--- src/rtl/secded_scrub_ctrl.sv ---
`default_nettype none
// +--------------------------------------------------------------------------+
// | Module   : secded_scrub_ctrl                                              |
// | Purpose  : SECDED result consumer: scrub write-back queue, CE/UCE         |
// |            saturating counters, first-UCE capture and level interrupt.    |
// | Revision : 1.0 - initial release                                          |
// +--------------------------------------------------------------------------+
module secded_scrub_ctrl #(
  parameter int AW        = 32,
  parameter int DEPTH     = 2,
  parameter int CW        = 8,
  parameter int CE_THRESH = 16
) (
  input  logic          s_clk_i,
  input  logic          s_resetn_i,
  input  logic          s_rvalid_i,
  input  logic          s_error_i,
  input  logic          s_ce_i,
  input  logic [AW-1:0] s_raddr_i,
  input  logic [31:0]   s_rdata_i,
  input  logic [6:0]    s_rchecksum_i,
  output logic          s_scrub_valid_o,
  input  logic          s_scrub_ready_i,
  output logic [AW-1:0] s_scrub_addr_o,
  output logic [31:0]   s_scrub_data_o,
  output logic [6:0]    s_scrub_checksum_o,
  output logic [CW-1:0] s_ce_cnt_o,
  output logic [CW-1:0] s_uce_cnt_o,
  output logic          s_uce_valid_o,
  output logic [AW-1:0] s_uce_addr_o,
  output logic          s_drop_o,
  input  logic          s_clr_i,
  output logic          s_irq_o
);

  localparam int              c_PW      = $clog2(DEPTH + 1);
  localparam int              c_IW      = (DEPTH > 1) ? $clog2(DEPTH) : 1;
  localparam logic [CW-1:0]   c_CNT_MAX = '1;
  localparam logic [c_PW-1:0] c_DEPTH   = c_PW'(DEPTH);
  localparam logic [c_IW-1:0] c_LAST    = c_IW'(DEPTH - 1);

  // Scrub queue storage: circular buffer with per-slot valid bits for dedup
  logic [AW-1:0]    r_addr [DEPTH];
  logic [31:0]      r_data [DEPTH];
  logic [6:0]       r_csum [DEPTH];
  logic [DEPTH-1:0] r_vld;
  logic [c_IW-1:0]  r_rd_ptr;
  logic [c_IW-1:0]  r_wr_ptr;
  logic [c_PW-1:0]  r_count;

  logic [CW-1:0]    r_ce_cnt;
  logic [CW-1:0]    r_uce_cnt;
  logic             r_uce_valid;
  logic [AW-1:0]    r_uce_addr;
  logic             r_drop;
  logic             r_irq;

  logic             w_ce;
  logic             w_uce;
  logic             w_pop;
  logic             w_full;
  logic [DEPTH-1:0] w_hit;
  logic             w_dup;
  logic             w_push;
  logic             w_drop;

  logic [CW-1:0]    w_ce_base;
  logic [CW-1:0]    w_uce_base;
  logic [CW-1:0]    w_ce_nxt;
  logic [CW-1:0]    w_uce_nxt;
  logic             w_uv_nxt;
  logic [AW-1:0]    w_ua_nxt;
  logic             w_thr;
  logic             w_irq_nxt;

  function automatic logic [c_IW-1:0] f_inc(input logic [c_IW-1:0] p);
    return (p == c_LAST) ? '0 : p + 1'b1;
  endfunction

  assign w_ce   = s_rvalid_i & s_error_i & s_ce_i;
  assign w_uce  = s_rvalid_i & s_error_i & ~s_ce_i;
  assign w_pop  = (r_count != '0) & s_scrub_ready_i;
  assign w_full = (r_count == c_DEPTH);

  // Dedup looks at every entry valid at the start of the cycle, head included
  for (genvar i = 0; i < DEPTH; i++) begin : g_dup
    assign w_hit[i] = r_vld[i] & (r_addr[i] == s_raddr_i);
  end
  assign w_dup  = |w_hit;

  assign w_drop = w_ce & ~w_dup & w_full & ~w_pop;
  assign w_push = w_ce & ~w_dup & (~w_full | w_pop);

  always_ff @(posedge s_clk_i) begin
    if (!s_resetn_i) begin
      for (int i = 0; i < DEPTH; i++) begin
        r_addr[i] <= '0;
        r_data[i] <= '0;
        r_csum[i] <= '0;
      end
      r_vld    <= '0;
      r_rd_ptr <= '0;
      r_wr_ptr <= '0;
      r_count  <= '0;
    end else begin
      if (w_pop) begin
        r_vld[r_rd_ptr] <= 1'b0;
        r_rd_ptr        <= f_inc(r_rd_ptr);
      end
      // Set after clear: a full queue may pop and push the same slot
      if (w_push) begin
        r_addr[r_wr_ptr] <= s_raddr_i;
        r_data[r_wr_ptr] <= s_rdata_i;
        r_csum[r_wr_ptr] <= s_rchecksum_i;
        r_vld[r_wr_ptr]  <= 1'b1;
        r_wr_ptr         <= f_inc(r_wr_ptr);
      end
      r_count <= r_count + c_PW'(w_push) - c_PW'(w_pop);
    end
  end

  // Clear applies first, so a same-cycle event lands on a zeroed state
  always_comb begin
    w_ce_base  = s_clr_i ? '0 : r_ce_cnt;
    w_uce_base = s_clr_i ? '0 : r_uce_cnt;
    w_ce_nxt   = w_ce_base;
    w_uce_nxt  = w_uce_base;
    if (w_ce && (w_ce_base != c_CNT_MAX)) begin
      w_ce_nxt = w_ce_base + 1'b1;
    end
    if (w_uce && (w_uce_base != c_CNT_MAX)) begin
      w_uce_nxt = w_uce_base + 1'b1;
    end
    w_uv_nxt = s_clr_i ? 1'b0 : r_uce_valid;
    w_ua_nxt = s_clr_i ? '0 : r_uce_addr;
    if (w_uce && !w_uv_nxt) begin
      w_uv_nxt = 1'b1;
      w_ua_nxt = s_raddr_i;
    end
    w_thr     = (CE_THRESH != 0) && (32'(w_ce_nxt) >= 32'(CE_THRESH));
    w_irq_nxt = w_uv_nxt | w_thr;
  end

  always_ff @(posedge s_clk_i) begin
    if (!s_resetn_i) begin
      r_ce_cnt    <= '0;
      r_uce_cnt   <= '0;
      r_uce_valid <= 1'b0;
      r_uce_addr  <= '0;
      r_drop      <= 1'b0;
      r_irq       <= 1'b0;
    end else begin
      r_ce_cnt    <= w_ce_nxt;
      r_uce_cnt   <= w_uce_nxt;
      r_uce_valid <= w_uv_nxt;
      r_uce_addr  <= w_ua_nxt;
      r_drop      <= w_drop;
      r_irq       <= w_irq_nxt;
    end
  end

  assign s_scrub_valid_o    = (r_count != '0);
  assign s_scrub_addr_o     = r_addr[r_rd_ptr];
  assign s_scrub_data_o     = r_data[r_rd_ptr];
  assign s_scrub_checksum_o = r_csum[r_rd_ptr];
  assign s_ce_cnt_o         = r_ce_cnt;
  assign s_uce_cnt_o        = r_uce_cnt;
  assign s_uce_valid_o      = r_uce_valid;
  assign s_uce_addr_o       = r_uce_addr;
  assign s_drop_o           = r_drop;
  assign s_irq_o            = r_irq;

endmodule
`default_nettype wire

--- config.mk ---
export PLATFORM = sky130hd
export DESIGN_NAME = secded_scrub_ctrl
export DESIGN_NICKNAME = d
export VERILOG_FILES = /design/src/rtl/secded_scrub_ctrl.sv
export SDC_FILE = /design/constraint.sdc
export NUM_CORES = 1
export LEC_CHECK = 0
export CAP_MARGIN = 20
export CORE_ASPECT_RATIO = 1.5
export CORE_UTILIZATION = 35
export CTS_BUF_LIST = sky130_fd_sc_hd__clkbuf_2 sky130_fd_sc_hd__clkbuf_4 sky130_fd_sc_hd__clkbuf_8
export DETAILED_ROUTE_END_ITERATION = 16
export MAX_ROUTING_LAYER = met4
export SYNTH_ARGS = -nofsm -noshare
export SYNTH_HDL_FRONTEND = slang
export SYNTH_SLANG_ARGS = --single-unit
--- constraint.sdc ---
create_clock -name s_clk_i -period 7.18 [get_ports s_clk_i]
set_input_delay 1.077 -clock s_clk_i [delete_from_list [all_inputs] [get_ports s_clk_i]]
set_output_delay 1.077 -clock s_clk_i [all_outputs]
set_load 0.02 [all_outputs]
* After elaboration in Yosys (flattened, before gate mapping)
Memory sizes are Yosys's and may differ from the RTL's. A register that Yosys moved wholly into a read port is not among the register bits.
Cells that the tools add are included.
W data, S select, Z words.
** Cells by class
- Add/subtract/negate cells :: 6
- Multipliers :: 0
- Divide/modulo/power cells :: 0
- Magnitude comparators :: 5
- Equal/unequal tests :: 5
- Shift-type cells :: 0
- Mux-type cells :: 36
- Bitwise gates (word level) :: 19
- Reduce and logical (&&, ||, !) cells :: 12
** Operators by type and width (number)
- $mux W32 :: 4
- $eq A32 B32 Y1 :: 2
- $reduce_or A32 Y1 :: 2
- $mux W8 :: 4
- $mux W1 :: 22
- $add A8 B1 Y8 const B :: 2
- $ne A8 B8 Y1 const B :: 2
- $and A1 B1 Y1 :: 10
- $ge A8 B5 Y1 const B :: 1
- $mux W7 :: 1
- $reduce_or A7 Y1 :: 1
- $mux W2 :: 3
- $logic_and A1 B1 Y1 :: 5
- $lt A1 B2 Y1 const B :: 2
- $not A1 Y1 :: 4
- $reduce_bool A2 Y1 :: 2
- $add A1 B1 Y1 const B :: 2
- $add A2 B1 Y2 :: 1
- $and A2 B2 Y2 :: 1
- $demux W1 S1 :: 2
- $eq A2 B2 Y1 const B :: 1
- $ge A1 B1 Y1 const B :: 2
- $not A2 Y2 :: 1
- $or A1 B1 Y1 :: 2
- 4 further kinds :: 4
** Word-level totals
- Flip-flop bits (word level) :: 57
- Bits in latches :: 0
- Memory bits (writable) :: 142
- Memory bits (read-only) :: 0
- Input bits :: 78
- Memories kept :: 3
** Memories
- r_addr :: depth 2, bits a word 32, read ports 3, clocked after Yosys merged registers in 1, write ports 2, line 43 : logic [AW-1:0] r_addr [DEPTH];
- r_data :: depth 2, bits a word 32, read ports 1, clocked after Yosys merged registers in 1, write ports 2, line 44 : logic [31:0] r_data [DEPTH];
- r_csum :: depth 2, bits a word 7, read ports 1, clocked after Yosys merged registers in 1, write ports 2, line 45 : logic [6:0] r_csum [DEPTH];

* Longest topological paths before layout
Gate-level depths: netlist of run 1.
- Depth after elaboration :: 11
- Mapped depth :: 12
- Mapped depth without buffers :: 12

* Least setup slack after synthesis of run 1
OpenSTA, ideal clock, no wires.
- Path kind :: input to register
- Start point :: in s_raddr_i[2]
- End point :: mem r_addr[0][0] (enable)
- Library setup time :: 0.598 ns
- Data arrival time :: 6.786 ns
- Data required time :: 6.582 ns
- Path slack :: -0.204 ns
- Stages :: 7
- Cells stage by stage :: inv_1 > o221ai_1 > or4_4 > o31ai_4 > nor2_1 > inv_1 > o21ai_0
** RTL lines
- from (decl) :: line 19 : input logic [AW-1:0] s_raddr_i,
- to (decl) :: line 43

* Worst setup path in the final report of run 1
- Start point :: in s_raddr_i[23]
- End point :: reg r_count[1]
** Between the ends
- Cells in the longest elaborated chain, start to end :: 8
** RTL lines
- $eq A32 B32 Y1 :: line 87 : assign w_hit[i] = r_vld[i] & (r_addr[i] == s_raddr_i);
- $and A1 B1 Y1 :: line 87
- $reduce_or A2 Y1 * :: line 89 : assign w_dup = |w_hit;
- $not A1 Y1 * :: line 92 : assign w_push = w_ce & ~w_dup & (~w_full | w_pop);
- $and A1 B1 Y1 * (2 in series) :: line 92
- $add A2 B1 Y2 * :: line 118 : r_count <= r_count + c_PW'(w_push) - c_PW'(w_pop);
- $sub A2 B1 Y2 * :: line 118
- to (signal assigned) :: line 118
- to (decl) :: line 49 : logic [c_PW-1:0] r_count;
Every way passes the cells marked *; elsewhere a longest branch is shown, timed or not.
A chain may end at the register's enable or synchronous reset.

==> flow_summary.rst, run 1 <==
.. list-table::
   :header-rows: 1

   * - Metric
     - Value
   * - Vias per std cell
     - about 4.8
   * - Commonest cells post-synth
     - 142 x sky130_fd_sc_hd__and2_1, 142 x sky130_fd_sc_hd__edfxtp_1, 68 x sky130_fd_sc_hd__mux2_2
   * - Routed wirelength normalized by instance count
     - approximately 18 um
   * - Proportion of netlist area held by the largest area contributor
     - 0.464
   * - R2R Path End
     - r_count[1]
   * - Total routing usage reported by global routing
     - 0.183
   * - Post-CTS clock slew at the launch and capture registers of the worst setup and hold paths
     - 0.10 ns
   * - Standard-cell row count
     - 72
   * - Critical path's largest stage delay
     - approximately 0.76 ns
   * - Worst clock skew
     - 0.0134 ns
   * - Mapped Area
     - ~9200 um^2
   * - Latest clock arrival within the worst-skew pair
     - ~0.48 ns
   * - Pin count of the biggest net entering global routing
     - between 70 and 80
   * - Beginning of the worst register-to-register path
     - r_addr[1][23]
   * - Category of the worst setup path capture point
     - register
   * - Final net count
     - ~1000
   * - Total wire length after detailed routing
     - about 23 mm
   * - Count of routing violations after the opening detailed-route iteration
     - roughly 250
   * - Core Footprint
     - about 26000 um^2
   * - Cell chain of the critical path
     - clkdlybuf4s50_1 > xor2_1 > nor4_1 > nand4_1 > o31ai_1 > nor2_1 > inv_1 > ha_1 > inv_1 > ha_1 > xor2_1 > xnor2_1 > nor2_1
   * - Synth top area cells
     - sky130_fd_sc_hd__edfxtp_1 46%, sky130_fd_sc_hd__dfxtp_1 13%, sky130_fd_sc_hd__and2_1 9.7%, sky130_fd_sc_hd__mux2_2 8.3%, sky130_fd_sc_hd__xor2_1 6.2%
   * - Synth area leader
     - sky130_fd_sc_hd__edfxtp_1
   * - Sequential cell area fraction in the yosys report
     - 0.591
   * - DR DRC count
     - 0
   * - Cts repair resizes
     - 0
   * - Total vias in the final route
     - slightly above 6000
   * - CTS H-tree lvls
     - 4
   * - Post-CTS repair timing setup buffer count
     - 0
   * - Number of storage elements in the synthesis netlist
     - 200
   * - Outcome
     - finished clean
   * - Power density over cell area
     - 235 nW/um^2
   * - Number of top-level design ports
     - between 200 and 250
   * - Layout-stage area growth over the synthesis result
     - 29.8%
   * - Total clock buffers created by CTS
     - 17
   * - Root buf cell
     - sky130_fd_sc_hd__clkbuf_8
   * - Number of cells on the worst hold path
     - 2
   * - Reg2Reg Setup Slack
     - ~3.8 ns
   * - Deepest clock path buffer count
     - 2
   * - Category of the most critical setup path
     - in2reg
   * - First-pass GRT wire length
     - about 35 mm
   * - Final cell utilization of the core
     - 0.462
   * - Final weighted congestion in routability-driven placement
     - between 0.8 and 0.9
   * - Top_reg_cell synth
     - sky130_fd_sc_hd__edfxtp_1
   * - Yosys warnings
     - 0
   * - Max Cap Violations
     - 0
   * - Kind of start point of the critical path
     - input port
   * - Die footprint
     - approximately 27000 um^2
   * - End point of the most critical hold path
     - r_vld[0]
   * - Sum of overflow across all layers after global routing
     - 0
   * - Shortest clock period the worst path allows after layout
     - between 4 and 5 ns
   * - Final setup violating endpoints
     - 0
   * - Depth of the worst register-to-register path
     - 12
   * - Final-report max-slew violation count
     - 0
   * - Layout cells sized above 1
     - 0.123
   * - Clock sink count
     - 200
   * - Arr. time, crit path
     - 4.51 ns
   * - Buffer and inverter count on the worst path
     - 3
   * - ANT nets after route
     - 0
   * - Final TNS setup
     - 0 ns
   * - Fraction of synthesis flops using an asynchronous set or reset pin
     - 0
   * - Highest clock rate
     - ~0.24 GHz
   * - Die H
     - 200 um
   * - Post-synthesis cell count
     - between 700 and 800
   * - Worst relative slew slack
     - 0.273
   * - Mean instance size in the synthesized netlist
     - 12.3 um^2
   * - Final worst path period share
     - 0.579
   * - Nets in the synthesized netlist
     - roughly 830
   * - Worst Tran Pin Value
     - approximately 1.1 ns
   * - Leak Pwr
     - around 0.0044 uW
   * - Slowest library cell on the worst path
     - sky130_fd_sc_hd__o31ai_1
   * - TritonRoute pass-1 iters
     - 4
   * - Critical path peak fanout
     - 5
   * - EDFF count, synth
     - ~140
   * - Family with the most delay on the worst path
     - simple AND/OR/NAND/NOR gates
   * - CTS hold repair buffers
     - 0
   * - Worst hold path type
     - reg2reg
   * - PortBufs
     - 200
   * - Final non-filler cell total
     - between 1000 and 1500
   * - Hold Vio Cnt, Final
     - 0
   * - Unique cell type count in the Yosys netlist
     - 42
   * - Worst vdd rail ir drop
     - between 0.0001 and 0.00015 V
   * - Launch instance of the worst min-delay path
     - r_vld[0]
   * - Data required time of the worst path
     - 7.53 ns
   * - Number of global-route vias before repair
     - between 6000 and 7000
   * - TritonCTS clock tree
     - built
   * - Sum of net half-perimeters after detailed placement
     - ~16 mm
   * - Cells after DPL
     - about 1300
   * - Antenna violations before repair
     - 0
   * - Starting density of the core
     - 0.356
   * - Die Span X
     - roughly 130 um
   * - RSZ-0062 raised after global routing
     - no
-- registers in the layout, summed over array words and instances (netlist names), 2 cells and up, named ones only --
signal and cells:
s_ce_cnt_o 8, r_count 2, r_vld 2, r_csum 14, r_data 64, r_addr 64, s_uce_cnt_o 8, s_uce_addr_o 32
-- logic make-up after synthesis --
logic type | Yosys count | synth area share
and+or+nand+nor | 296 | 0.189
DFF | 200 | 0.591
xor gates and xnor gates | 76 | 0.0725
muxes | 72 | 0.0878
AOI/OAI and AO/OA | 51 | 0.0322
buffers and inverters | 50 | 0.0221
adders and majority gates | 4 | 0.00545
-- cell usage in the layout, fill, tap and decap left out, types with 4 or more instances in the layout --
| cell | n |
|---|---|
| sky130_fd_sc_hd__nor2_1 | 53 |
| sky130_fd_sc_hd__dfxtp_1 | 57 |
| sky130_fd_sc_hd__mux2_2 | 68 |
| sky130_fd_sc_hd__nor3b_1 | 32 |
| sky130_fd_sc_hd__nor4_1 | 14 |
| sky130_fd_sc_hd__nor3_1 | 7 |
| sky130_fd_sc_hd__and2_1 | 142 |
| sky130_fd_sc_hd__xor2_1 | 65 |
| sky130_fd_sc_hd__edfxtp_1 | 142 |
| sky130_fd_sc_hd__xnor2_1 | 11 |
| sky130_fd_sc_hd__mux2i_1 | 4 |
| sky130_fd_sc_hd__ha_1 | 4 |
| sky130_fd_sc_hd__clkdlybuf4s50_1 | 199 |
| sky130_fd_sc_hd__clkbuf_8 | 17 |
| sky130_fd_sc_hd__nand3_1 | 8 |
| sky130_fd_sc_hd__o21ai_0 | 7 |
| sky130_fd_sc_hd__nor2b_1 | 5 |
| sky130_fd_sc_hd__nand2_1 | 14 |
| sky130_fd_sc_hd__a21oi_1 | 32 |
| sky130_fd_sc_hd__inv_1 | 11 |
| sky130_fd_sc_hd__nand4_1 | 6 |
| sky130_fd_sc_hd__buf_4 | 7 |
-- metal layers --
layer / share of wire / vias to the layer above / track usage
li1: - / 2983 / -
met1: 0.39 / 2969 / 0.194
met2: 0.55 / 144 / 0.333
met3: 0.043 / 24 / 0.0380
met4: 0.017 / 0 / 0.0598
met5: 0 / - / -
-- power breakdown --
part	internal [uW]	switching (uW)
clock	282	416
sequential	1300	93.2
combinational	371	341
total	1950	850
-- cell type report --
class                      count  area, um^2
sequential                   200        5430
clock inverter                15         141
clock buffer                  17         234
fill                        2459       13800
inverter                      12        45.0
tap                          333         417
antenna                        1        2.50
multi-input combinational    499        3600
timing repair buffer         207        2050
-- worst min-delay path, cell delays in order (launching register included) --
cell and delay [ns]:
sky130_fd_sc_hd__dfxtp_1 0.35, sky130_fd_sc_hd__o211ai_1 0.09, sky130_fd_sc_hd__nand2b_1 0.05
-- how the worst max path moves through the flow --
| stage | startpoint | to | slack (ns) | depth (start not counted) |
|---|---|---|---|---|
| global placement | s_raddr_i[23] | r_count[1] | 2.54 | 13 |
| CTS | s_raddr_i[23] | r_count[1] | 3.01 | 13 |
| global route | s_raddr_i[23] | r_count[1] | 2.79 | 13 |
| detailed placement | s_raddr_i[23] | r_count[1] | 2.48 | 13 |
| finish | s_raddr_i[23] | r_count[1] | 3.02 | 13 |
| floorplan | s_raddr_i[2] | r_addr[0][0] | 1.72 | 7 |
-- stage by stage --
| stage | hold slack (ns) | setup slack (ns) | total power [uW] | area (um^2) |
|---|---|---|---|---|
| after floorplan | 0.455 | 1.72 | 1780 | 9180 |
| after CTS | 0.527 | 3.01 | 2850 | 11900 |
| after global routing | 0.538 | 2.79 | 2930 | 11900 |
| after global placement | 0.498 | 2.54 | 2140 | 11500 |
| final | 0.525 | 3.02 | 2800 | 11900 |
| after detailed placement | 0.502 | 2.48 | 2140 | 11500 |
Note: power is estimated with default switching activity, not from simulation.
==> run 2, diff against run 1 <==
==> constraint.sdc (replaced) <==
create_clock -name s_clk_i -period 3.6 [get_ports s_clk_i]
set_input_delay 0.54 -clock s_clk_i [delete_from_list [all_inputs] [get_ports s_clk_i]]
set_output_delay 0.54 -clock s_clk_i [all_outputs]
set_load 0.02 [all_outputs]
==> flow_summary.rst, run 2 (synthesized netlist as in run 1, its figures left out) <==
.. list-table::
   :header-rows: 1

   * - Metric
     - Value
   * - Pin count of the biggest net entering global routing
     - 74
   * - Max Cap Violations
     - 0
   * - Post-CTS clock slew at the launch and capture registers of the worst setup and hold paths
     - about 0.09 ns
   * - Routed wirelength normalized by instance count
     - roughly 19 um
   * - RSZ-0062 raised after global routing
     - no
   * - Highest clock rate
     - ~0.33 GHz
   * - Critical path's largest stage delay
     - around 0.60 ns
   * - Clock sink count
     - 200
   * - Total vias in the final route
     - roughly 6300
   * - Starting density of the core
     - 0.356
   * - Count of routing violations after the opening detailed-route iteration
     - 265
   * - Kind of start point of the critical path
     - input port
   * - Standard-cell row count
     - approximately 70
   * - Final cell utilization of the core
     - 0.475
   * - CTS hold repair buffers
     - 0
   * - Final net count
     - 1042
   * - Layout cells sized above 1
     - 0.144
   * - PortBufs
     - 200
   * - Worst hold path type
     - reg2reg
   * - Number of top-level design ports
     - ~200
   * - Critical path peak fanout
     - 5
   * - TritonRoute pass-1 iters
     - 7
   * - Pwr Total
     - between 5000 and 6000 uW
   * - Total routing usage reported by global routing
     - 0.194
   * - Final TNS setup
     - 0 ns
   * - Number of global-route vias before repair
     - around 6500
   * - Final-report max-slew violation count
     - 0
   * - Most frequent cells in the layout
     - 200 x sky130_fd_sc_hd__clkdlybuf4s50_1, 142 x sky130_fd_sc_hd__and2_1, 142 x sky130_fd_sc_hd__edfxtp_1
   * - TritonCTS clock tree
     - built
   * - Category of the worst setup path capture point
     - register
   * - Cell chain of the critical path
     - clkdlybuf4s50_1 > xor2_1 > nor4_1 > nand4_1 > o31ai_1 > nor2_1 > inv_1 > ha_1 > inv_1 > ha_1 > xor2_1 > xnor2_1 > nor2_1
   * - Final weighted congestion in routability-driven placement
     - 0.777
   * - Total wire length after detailed routing
     - 24.3 mm
   * - ANT nets after route
     - 0
   * - Worst vdd rail ir drop
     - around 0.00025 V
   * - Core Footprint
     - between 20000 and 30000 um^2
   * - Slowest library cell on the worst path
     - sky130_fd_sc_hd__nor4_1
   * - Worst clock skew
     - around 0.014 ns
   * - Die Span X
     - ~130 um
   * - Die H
     - 200 um
   * - DR DRC count
     - 0
   * - First-pass GRT wire length
     - around 37 mm
   * - Root buf cell
     - sky130_fd_sc_hd__clkbuf_8
   * - Worst Tran Pin Value
     - 0.626 ns
   * - CTS H-tree lvls
     - 4
   * - Worst relative slew slack
     - 0.579
   * - Standard cell area after detailed placement
     - about 12000 um^2
   * - Leak Pwr
     - ~0.0045 uW
   * - Outcome
     - finished clean
   * - Die footprint
     - roughly 27000 um^2
   * - Arr. time, crit path
     - roughly 3.4 ns
   * - Cts repair resizes
     - 0
   * - Post-CTS repair timing setup buffer count
     - 0
   * - Final setup violating endpoints
     - 0
   * - Vias per std cell
     - approximately 4.8
   * - Deepest clock path buffer count
     - 2
   * - Post-route cell area
     - 12200 um^2
   * - Sum of net half-perimeters after detailed placement
     - between 15 and 20 mm
   * - Total clock buffers created by CTS
     - 17
   * - Layout-stage area growth over the synthesis result
     - 33.3%
   * - Sum of overflow across all layers after global routing
     - 0
   * - Hold Vio Cnt, Final
     - 0
   * - Most common cell after layout, fill and taps aside
     - sky130_fd_sc_hd__clkdlybuf4s50_1
   * - Data required time of the worst path
     - between 3 and 4 ns
   * - Latest clock arrival within the worst-skew pair
     - approximately 0.48 ns
   * - Shortest clock period the worst path allows after layout
     - between 3 and 4 ns
   * - Antenna violations before repair
     - 1
   * - Final worst path period share
     - 0.846
   * - Power density over cell area
     - 474 nW/um^2
   * - Category of the most critical setup path
     - in2reg
## run 2: critical path: cells and delay by family
| family | cells | cell delay [ns] |
|---|---|---|
| simple gates | 4 | 0.93 |
| compound gates | 1 | 0.32 |
| buf+inv | 3 | 0.69 |
| fa+ha+maj | 2 | 0.37 |
| xor+xnor | 3 | 0.58 |
## run 2: stage by stage
step | hold WS [ns] | cells | setup WS (ns)
3_5_place_dp | 0.478 | 1274 | 0.0970
5_1_grt | 0.540 | 1307 | 0.451
4_1_cts | 0.506 | 1306 | 0.499
6_report | 0.498 | 1307 | 0.554
3_3_place_gp | 0.490 | 1274 | 0.0732
2_1_floorplan | 0.455 | 749 | 0.0375
## run 2: per-layer routing
layer	track usage	routed length [um]	up-vias
met4	0.0883	765	0
met5	-	0	-
li1	-	-	3033
met3	0.0354	784	39
met2	0.335	13000	155
met1	0.214	9780	3044
## run 2: final timing paths
check                 from          to  slack (ns)  cells past startpoint
min               r_vld[0]    r_vld[0]        0.50                      2
min reg2reg       r_vld[0]    r_vld[0]        0.50                      2
max reg2reg  r_addr[1][21]  r_count[1]        0.80                     12
max          s_raddr_i[21]  r_count[1]        0.55                     13
## run 2: final cells by class
| type | count | area [um^2] |
|---|---|---|
| fillers | 2424 | 13500 |
| flip-flops and latches | 200 | 5430 |
| multi-input cells | 499 | 3600 |
| repair buffers | 230 | 2330 |
| well taps | 333 | 417 |
| clock buffers | 21 | 277 |
| clock inverters | 11 | 146 |
| inverters | 12 | 45.0 |
| diodes | 1 | 2.50 |
## run 2: where the power goes
part / internal [uW] / switching, uW / total [uW] / leakage (uW)
logic: 779 / 771 / 1550 / 0.00238
clock network: 741 / 806 / 1550 / 0.000215
registers: 2590 / 118 / 2710 / 0.00195
==> run 3, diff against run 2 <==
==> constraint.sdc (replaced) <==
create_clock -name s_clk_i -period 2.55 [get_ports s_clk_i]
set_input_delay 0.3825 -clock s_clk_i [delete_from_list [all_inputs] [get_ports s_clk_i]]
set_output_delay 0.3825 -clock s_clk_i [all_outputs]
set_load 0.02 [all_outputs]
==> flow_summary.rst, run 3 (synthesized netlist as in run 1, its figures left out) <==
.. list-table::
   :header-rows: 1

   * - Metric
     - Value
   * - Final TNS setup
     - 0 ns
   * - Routed wirelength normalized by instance count
     - roughly 18 um
   * - Filler cell count in the final layout
     - 2419
   * - Worst hold path type
     - in2reg
   * - Total vias in the final route
     - between 6000 and 7000
   * - Starting density of the core
     - 0.356
   * - Critical path's largest stage delay
     - approximately 0.54 ns
   * - Most frequent cells in the layout
     - 193 x sky130_fd_sc_hd__clkdlybuf4s50_1, 142 x sky130_fd_sc_hd__and2_1, 142 x sky130_fd_sc_hd__edfxtp_1
   * - Post-CTS clock slew at the launch and capture registers of the worst setup and hold paths
     - about 0.09 ns
   * - Category of the worst setup path capture point
     - register
   * - Number of diodes added for antenna fixing
     - 0
   * - First-pass GRT wire length
     - about 37 mm
   * - Final setup violating endpoints
     - 0
   * - Final weighted congestion in routability-driven placement
     - approximately 0.83
   * - Cell chain of the critical path
     - clkdlybuf4s50_1 > xor2_1 > nor4_2 > nand3_1 > o31ai_4 > nor2_2 > inv_2 > ha_4 > inv_2 > ha_4 > xor2_2 > xnor2_1 > nor2_1
   * - Hold Vio Cnt, Final
     - 0
   * - Data required time of the worst path
     - around 2.9 ns
   * - Kind of start point of the critical path
     - input port
   * - Layout cells sized above 1
     - 0.200
   * - Total clock buffers created by CTS
     - 17
   * - Antenna violations before repair
     - 0
   * - Power density over cell area
     - around 640 nW/um^2
   * - Worst vdd rail ir drop
     - slightly above 0.0004 V
   * - Worst setup slack after layout
     - 0.0544 ns
   * - Number of global-route vias before repair
     - 6539
   * - Post-placement worst setup slack
     - -0.593 ns
   * - RSZ-0062 raised after global routing
     - yes
   * - Final non-filler cell total
     - around 1400
   * - Shortest clock period the worst path allows after layout
     - between 2 and 2.5 ns
   * - TritonRoute pass-1 iters
     - 4
   * - Die H
     - around 200 um
   * - Sum of net half-perimeters after detailed placement
     - 17.3 mm
   * - Worst clock skew
     - between 0.015 and 0.02 ns
   * - Final net count
     - between 1000 and 1500
   * - Core Footprint
     - about 26000 um^2
   * - Standard-cell row count
     - between 70 and 80
   * - Die Span X
     - roughly 130 um
   * - Leak Pwr
     - between 0.004 and 0.005 uW
   * - Die footprint
     - ~27000 um^2
   * - Share of total power in the clock network
     - 0.240
   * - Highest clock rate
     - 0.401 GHz
   * - Sequential Area
     - ~5400 um^2
   * - ANT nets after route
     - 0
   * - Deepest clock path buffer count
     - 2
   * - Pin count of the biggest net entering global routing
     - 65
   * - Slowest library cell on the worst path
     - sky130_fd_sc_hd__clkdlybuf4s50_1
   * - Total routing usage reported by global routing
     - 0.192
   * - Max Cap Violations
     - 0
   * - Count of routing violations after the opening detailed-route iteration
     - ~230
   * - Power dissipated by switching net loads
     - about 2400 uW
   * - Latest clock arrival within the worst-skew pair
     - ~0.48 ns
   * - Register share of total power
     - 0.463
   * - Cells after DPL
     - around 1300
   * - Final cell utilization of the core
     - 0.492
   * - CTS hold repair buffers
     - 0
   * - PortBufs
     - 200
   * - Cell-internal power
     - 5710 uW
   * - Category of the most critical setup path
     - in2reg
   * - CTS H-tree lvls
     - 4
   * - Most common cell after layout, fill and taps aside
     - sky130_fd_sc_hd__clkdlybuf4s50_1
   * - Vias per std cell
     - between 4 and 5
   * - TritonCTS clock tree
     - built
   * - Clock sink count
     - 200
   * - Number of top-level design ports
     - 201
   * - Total wire length after detailed routing
     - about 24 mm
   * - Sw Ratio
     - 0.298
   * - Worst relative slew slack
     - 0.600
   * - Pwr Total
     - roughly 8100 uW
   * - Final worst path period share
     - 0.979
   * - Sum of overflow across all layers after global routing
     - 0
   * - Worst Tran Pin Value
     - between 0.5 and 0.6 ns
   * - Critical path peak fanout
     - 3
   * - Layout-stage area growth over the synthesis result
     - 38.1%
   * - Final-report max-slew violation count
     - 0
   * - Outcome
     - finished clean
   * - Combinational power share
     - 0.298
   * - Arr. time, crit path
     - about 2.9 ns
   * - Root buf cell
     - sky130_fd_sc_hd__clkbuf_8
   * - DR DRC count
     - 0
   * - Combined area of the multi-input logic cells
     - ~3700 um^2
[run 3: timing repair]
item,4_1_cts,5_1_grt
resized for setup,5,13
cloned,0,0
setup endpoints to repair,53,55
pin swaps,4,12
setup buffers,4,1
[run 3: final cells by class]
| type | instances | area share |
|---|---|---|
| clock buffers | 22 | 0.0214 |
| repair buffers | 278 | 0.215 |
| multi-input cells | 499 | 0.291 |
| clock inverters | 10 | 0.00780 |
| well taps | 333 | 0.0329 |
| flip-flops and latches | 200 | 0.428 |
| inverters | 12 | 0.00355 |
[run 3: power groups by stage]
stage | combinational, uW | clock (uW) | sequential, uW
6_report | 2420 | 1950 | 3770
5_1_grt | 2560 | 2130 | 3790
4_1_cts | 2430 | 2020 | 3770
3_5_place_dp | 2310 | 0 | 3890
3_3_place_gp | 2320 | 0 | 3880
2_1_floorplan | 1200 | 0 | 3810
[run 3: worst max-delay path: cells and delay by family]
kind,cells,cell delay (ns)
XOR/XNOR,3,0.50
adder cells (fa/ha/maj),2,0.32
AO/OA/AOI/OAI,1,0.31
AND/OR/NAND/NOR,4,0.68
buffers and inverters,3,0.68
[run 3: layer usage]
metal	up-vias	part of all wire	wire, um	track usage
li1	3129	-	-	-
met1	3158	0.43	10400	0.233
met2	158	0.52	12600	0.323
met3	23	0.035	842	0.0299
met4	0	0.019	458	0.0654
met5	-	0	0	-
[run 3: worst paths after layout]
kind,start,end,slack [ns],cells past startpoint
worst min-delay path,s_clr_i,s_ce_cnt_o[0],0.30,4
worst max register to register,r_addr[1][0],r_count[1],0.12,13
worst min register to register,r_vld[0],r_vld[0],0.52,2
worst max-delay path,s_raddr_i[8],r_count[1],0.05,13
[run 3: per-stage QoR]
step / hold slack, ns / instance area (um^2)
6_report: 0.299 / 12700
5_1_grt: 0.295 / 12700
4_1_cts: 0.253 / 12600
3_5_place_dp: 0.477 / 12200
3_3_place_gp: 0.471 / 12200
2_1_floorplan: 0.455 / 9210
